### config.mk
export PLATFORM = sky130hd
export DESIGN_NAME = cache_perf_monitor
export DESIGN_NICKNAME = d
export VERILOG_FILES = /design/src/rtl/cache_perf_pkg.sv /design/src/rtl/perf_sat_counter.sv /design/src/rtl/cache_perf_monitor.sv
export SDC_FILE = /design/constraint.sdc
export NUM_CORES = 1
export LEC_CHECK = 0
export CORE_MARGIN = 1.5
export CORE_UTILIZATION = 45
export DETAILED_ROUTE_END_ITERATION = 10
export PLACE_DENSITY = 0.68
export SETUP_SLACK_MARGIN = 0.2
export SYNTH_ARGS = -nofsm -noshare
export SYNTH_HDL_FRONTEND = slang
export SYNTH_HIERARCHICAL = 1
export SYNTH_SLANG_ARGS = --single-unit
export TNS_END_PERCENT = 1
### constraint.sdc
create_clock -name clk -period 9.1 [get_ports clk]
set_clock_uncertainty 0.2 [all_clocks]
set_input_delay 1.82 -clock clk [delete_from_list [all_inputs] [get_ports clk]]
set_output_delay 1.82 -clock clk [all_outputs]
set_load 0.1 [all_outputs]
### src/rtl/cache_perf_pkg.sv
// Shared types and helpers for the multi-channel cache performance monitor.
// Read-out select codes, FSM states and the channel-select width function.
package cache_perf_pkg;

  typedef enum logic [2:0] {
    SEL_RD           = 3'd0,
    SEL_WR           = 3'd1,
    SEL_RDH          = 3'd2,
    SEL_WRH          = 3'd3,
    SEL_CH_STALL     = 3'd4,
    SEL_GLOBAL_STALL = 3'd5,
    SEL_WIN_CNT      = 3'd6,
    SEL_OVF          = 3'd7
  } perf_sel_e;

  typedef enum logic {
    IDLE  = 1'b0,
    COUNT = 1'b1
  } perf_state_e;

  // Number of per-channel counters; their index equals the rd_sel code 0..4.
  localparam int PER_CH_CNT = 5;

  function automatic int sel_w(input int n);
    return (n > 1) ? $clog2(n) : 1;
  endfunction

endpackage

### src/rtl/perf_sat_counter.sv
// Saturating event counter: holds at all-ones and flags increments it had to drop.
// count_next exposes the post-increment value so snapshots can capture it same-cycle.
module perf_sat_counter #(
  parameter int CNT_W = 32
) (
  input  logic             clk,
  input  logic             reset,
  input  logic             clr,
  input  logic             inc,
  output logic [CNT_W-1:0] count,
  output logic [CNT_W-1:0] count_next,
  output logic             sat_hit
);

  localparam logic [CNT_W-1:0] ONE = CNT_W'(1);

  logic sat;

  assign sat        = &count;
  assign sat_hit    = inc & sat;
  assign count_next = (inc && !sat) ? count + ONE : count;

  always_ff @(posedge clk) begin
    if (!reset) begin
      count <= '0;
    end else if (clr) begin
      count <= '0;
    end else begin
      count <= count_next;
    end
  end

endmodule

### src/rtl/cache_perf_monitor.sv
// Passive per-channel cache statistics: saturating counters, sticky overflow,
// windowed/manual shadow snapshots and a registered read-out port.
module cache_perf_monitor
  import cache_perf_pkg::*;
#(
  parameter int NUM_CH = 2,
  parameter int CNT_W  = 32,
  parameter int WINDOW = 0
) (
  input  logic                       clk,
  input  logic                       reset,
  input  logic                       en,
  input  logic                       clr,
  input  logic                       snap_req,
  input  logic [NUM_CH-1:0]          ch_read,
  input  logic [NUM_CH-1:0]          ch_write,
  input  logic [NUM_CH-1:0]          ch_hit,
  input  logic [NUM_CH-1:0]          ch_ready,
  input  logic [sel_w(NUM_CH)-1:0]   rd_ch,
  input  logic [2:0]                 rd_sel,
  input  logic                       rd_snap,
  output logic [CNT_W-1:0]           rd_data,
  output logic                       snap_valid,
  output logic [NUM_CH-1:0]          overflow,
  output perf_state_e                dbg_state
);

  localparam int NK = PER_CH_CNT;
  localparam logic [CNT_W-1:0] WIN_LAST = CNT_W'((WINDOW > 0) ? WINDOW - 1 : 0);
  localparam logic [CNT_W-1:0] ONE      = CNT_W'(1);

  perf_state_e state, state_next;
  logic        active, win_end, snap, live_clr;

  logic [CNT_W-1:0] live     [NUM_CH][NK];
  logic [CNT_W-1:0] live_nxt [NUM_CH][NK];
  logic [CNT_W-1:0] shadow   [NUM_CH][NK];
  logic [NK-1:0]    inc      [NUM_CH];
  logic [NK-1:0]    sat_hits [NUM_CH];

  logic [CNT_W-1:0] gstall, gstall_nxt, shadow_gstall;
  logic [CNT_W-1:0] win_cnt, win_cnt_nxt;
  logic [CNT_W-1:0] win_done, win_done_nxt, shadow_win;
  logic             gstall_sat, win_sat;
  logic [CNT_W-1:0] rd_mux;
  logic             unused_ok;

  always_comb begin
    state_next = state;
    case (state)
      IDLE:    if (en)  state_next = COUNT;
      COUNT:   if (!en) state_next = IDLE;
      default: state_next = IDLE;
    endcase
  end

  always_ff @(posedge clk) begin
    if (!reset) state <= IDLE;
    else        state <= state_next;
  end

  assign dbg_state = state;

  // A cycle sampled with en=1 is counted, i.e. the cycle the FSM enters or stays in COUNT.
  assign active   = (state_next == COUNT);
  assign win_end  = active && (WINDOW > 0) && (win_cnt == WIN_LAST);
  assign snap     = snap_req | win_end;
  assign live_clr = clr | win_end;

  for (genvar c = 0; c < NUM_CH; c++) begin : g_ch
    assign inc[c] = active ? {~ch_ready[c], ch_write[c] & ch_hit[c], ch_read[c] & ch_hit[c],
                              ch_write[c], ch_read[c]} : '0;
    for (genvar k = 0; k < NK; k++) begin : g_cnt
      perf_sat_counter #(.CNT_W(CNT_W)) u_cnt (
        .clk        (clk),
        .reset      (reset),
        .clr        (live_clr),
        .inc        (inc[c][k]),
        .count      (live[c][k]),
        .count_next (live_nxt[c][k]),
        .sat_hit    (sat_hits[c][k])
      );
    end
  end

  perf_sat_counter #(.CNT_W(CNT_W)) u_gstall (
    .clk        (clk),
    .reset      (reset),
    .clr        (live_clr),
    .inc        (active & ~(&ch_ready)),
    .count      (gstall),
    .count_next (gstall_nxt),
    .sat_hit    (gstall_sat)
  );

  perf_sat_counter #(.CNT_W(CNT_W)) u_win (
    .clk        (clk),
    .reset      (reset),
    .clr        (live_clr),
    .inc        (active && (WINDOW > 0)),
    .count      (win_cnt),
    .count_next (win_cnt_nxt),
    .sat_hit    (win_sat)
  );

  // Global and window counters saturate silently.
  assign unused_ok = &{1'b0, gstall_sat, win_sat, win_cnt_nxt};

  assign win_done_nxt = (win_end && !(&win_done)) ? win_done + ONE : win_done;

  always_ff @(posedge clk) begin
    if (!reset || clr) begin
      overflow      <= '0;
      snap_valid    <= 1'b0;
      win_done      <= '0;
      shadow_gstall <= '0;
      shadow_win    <= '0;
      for (int c = 0; c < NUM_CH; c++)
        for (int k = 0; k < NK; k++)
          shadow[c][k] <= '0;
    end else begin
      snap_valid <= snap;
      win_done   <= win_done_nxt;
      for (int c = 0; c < NUM_CH; c++)
        overflow[c] <= overflow[c] | (|sat_hits[c]);
      if (snap) begin
        shadow_gstall <= gstall_nxt;
        shadow_win    <= win_done_nxt;
        for (int c = 0; c < NUM_CH; c++)
          for (int k = 0; k < NK; k++)
            shadow[c][k] <= live_nxt[c][k];
      end
    end
  end

  always_comb begin
    rd_mux = '0;
    if (int'(rd_ch) < NUM_CH) begin
      case (perf_sel_e'(rd_sel))
        SEL_GLOBAL_STALL: rd_mux = rd_snap ? shadow_gstall : gstall;
        SEL_WIN_CNT:      rd_mux = rd_snap ? shadow_win : win_cnt;
        SEL_OVF:          rd_mux = CNT_W'(overflow);
        default:          rd_mux = rd_snap ? shadow[rd_ch][rd_sel] : live[rd_ch][rd_sel];
      endcase
    end
  end

  always_ff @(posedge clk) begin
    if (!reset) rd_data <= '0;
    else        rd_data <= rd_mux;
  end

endmodule

==> results.txt <==
----------------------------------------------------
[Outcome]
  Result of the run ... completed

[STA]
  Hold Violations, Final ... 0
  Max-slew violation count ... 0
  RSZ-0062 raised after global routing ... no
  Setup-violating endpoint count in the final report ... 0
  Post-route minimum period ... 4790 ps
  WHS ... between 200 and 300 ps
  Worst slew margin relative to its limit ... roughly 6.3%
  Final critical-path share of the clock period ... 52.6%
  Fmax ... 209 MHz
  Transition at the pin with the smallest max-transition slack ... 1390 ps
  Total negative slack ... 0 ps

[Placed design]
  Final Wtd Congestion ... slightly above 1
  Count of input and output buffers ... 53
  Dpl cell area ... 43600 um2
  Detail Placement HPWL ... approximately 110000 um

[Pwr]
  Leakage dissipation ... between 15 and 20 nW
  Power, Total ... 7.75 mW
  Areal power density over the cells ... approximately 170 nW/um2
  Maximum VDD drop ... about 0.14 mV

[Cells and area]
  Top library cells by usage in the layout, fill and taps aside ... sky130_fd_sc_hd__and2_1, sky130_fd_sc_hd__dfxtp_1, sky130_fd_sc_hd__nand2_1, sky130_fd_sc_hd__edfxtp_1, sky130_fd_sc_hd__or3_1
  Most common cell after layout, fill and taps aside ... sky130_fd_sc_hd__and2_1
  Final net count ... 4227
  Final std cell area, no fill ... around 46000 um2
  Fraction of final layout cells with drive strength greater than 1 ... between 10% and 20%
  Area delta synth->final ... 9.90%
  Number of filler instances in the final layout ... approximately 8400

[Route]
  TritonRoute pass-1 iters ... 9
  Drt first-iter violations ... ~4500
  Antenna-violating nets left ... 0
  Routed vias ... about 35000
  Detailed-route wire length per cell ... 25.9 um
  Number of vias per cell after detailed routing ... roughly 6.2
  Total wire length ... between 100000 and 150000 um
  Total DRC errors in the routed layout ... 0

[Worst hold path]
  Hold/Removal Path Class ... flop to flop
  Launch instance of the worst min-delay path ... shadow_gstall[14]

[Clocking]
  Post-cts gate resize count ... 0
  Clock net sink count ... 772
  Clk_lat worst skew ... 690 ps
  H-Tree Depth ... 3
  Inserted Clock Buffers ... 85
  Clock Root Buffer ... sky130_fd_sc_hd__clkbuf_16
  Maximum root-to-sink buffer count ... 3
  Number of buffers inserted by hold repair at cts ... 0
  Post CTS Setup Buffer Count ... 0
  Register clock-pin slew on the reported worst setup and hold paths ... approximately 60 ps
  CTS tree ... done

[Worst setup path]
  Slowest stage delay, CP ... 600 ps
  Startpoint of the worst register-to-register path ... g_ch[0].g_cnt[3].u_cnt/count[26]
  Cell at the slowest stage of the critical path ... sky130_fd_sc_hd__buf_4
  Critical path launch point ... clr
  Crit path DAT ... roughly 4900 ps
  Sequence of cells on the critical path ... clkdlybuf4s50_1, buf_4, nand2b_1, nor2_2, buf_4, clkinvlp_4, buf_4, buf_4
  Top cell by count, worst path ... sky130_fd_sc_hd__buf_4
  Crit end category ... flop
  Max FO, Critical Path ... 47
  Kind of launch point of the worst setup path ... input pin
  Crit Path Class ... input pin to flop
  Req. time, crit path ... between 9000 and 10000 ps

[GRT]
  Initial antenna violation count ... 11
  First-pass GRT wire length ... just over 200000 um
  Pin count of the biggest net entering global routing ... 129
  Global router's overall resource usage ... between 20% and 30%
  Global-route track usage on met2 ... 43.5%
  Global route hottest layer ... met2
  Residual overflow from global routing ... 0
  Number of global-route vias before repair ... 31015
  Global-route track usage on met1 ... 41.1%
  Met3 usage ... 7.76%

[Die]
  Cell Rows ... around 110
  Chip width ... roughly 310 um
  Die H ... around 310 um
  I/O pin count ... 54
  Initial cell density of the core ... between 40% and 50%
  Area enclosed by the die boundary ... about 96000 um2
  Core region area ... about 93000 um2

[Synth]
  Ys Warns ... 6
  Synth Instances ... around 4200
  Synthesized cell area ... 42200 um2
  Post-synthesis net count ... 4272
  Avg Cell Area, Syn ... 9.96 um2

[Job]
  Max-cap violations ... 0

----------------------------------------------------
==> worst max-delay path: cells and delay by family <==
family        cells  cell delay, ps
buf+inv           6            2590
simple gates      2             370
==> path summary, 6_finish.rpt <==
kind,cells past startpoint,end,slack [ps]
worst min-delay path,1,shadow_gstall[14],290
worst max register to register,6,shadow[0][43],5640
worst min register to register,1,shadow_gstall[14],290
worst max-delay path,8,shadow[1][131],4310
==> where the power goes <==
group          internal [mW]  switching [mW]  total, mW
sequential              3.66          0.0308       3.69
clock                   2.06            1.50       3.56
combinational          0.132           0.368      0.501
==> flip-flops by register name (all words and copies together) (netlist names) <==
name and cells:
u_win/count 32, snap_valid 1, shadow_gstall 32, dbg_state 1, overflow 2, rd_data 32, shadow 320, u_gstall/count 32
g_ch.g_cnt.u_cnt/count 320
==> metrics by stage <==
stage	instances	util, %	worst slack, ps
after floorplan	4242	-	1020
after global placement	5364	46.8	3780
after detailed placement	5364	46.8	3710
after CTS	5522	49.8	4400
after global routing	5522	49.8	4230
final	5523	49.8	4310
==> layer usage <==
metal  wire length [um]  part of all wire (%)  vias to the layer above
met5                 25                 0.018                        -
met4               5940                   4.2                        4
met3              16200                    11                      272
met2              61400                    43                     1766
met1              59200                    41                    16825
li1                   -                     -                    15643
==> final cells by class <==
class / instances / area (um2) / area share, %
multi-input cells: 3161 / 22100 / 47.7
flip-flops and latches: 772 / 18700 / 40.2
clock buffers: 112 / 2310 / 4.98
well taps: 1254 / 1570 / 3.38
repair buffers: 104 / 942 / 2.03
clock inverters: 46 / 520 / 1.12
inverters: 73 / 278 / 0.598
diodes: 1 / 2.50 / 0.00539
Power figures use the tool's default switching activity.
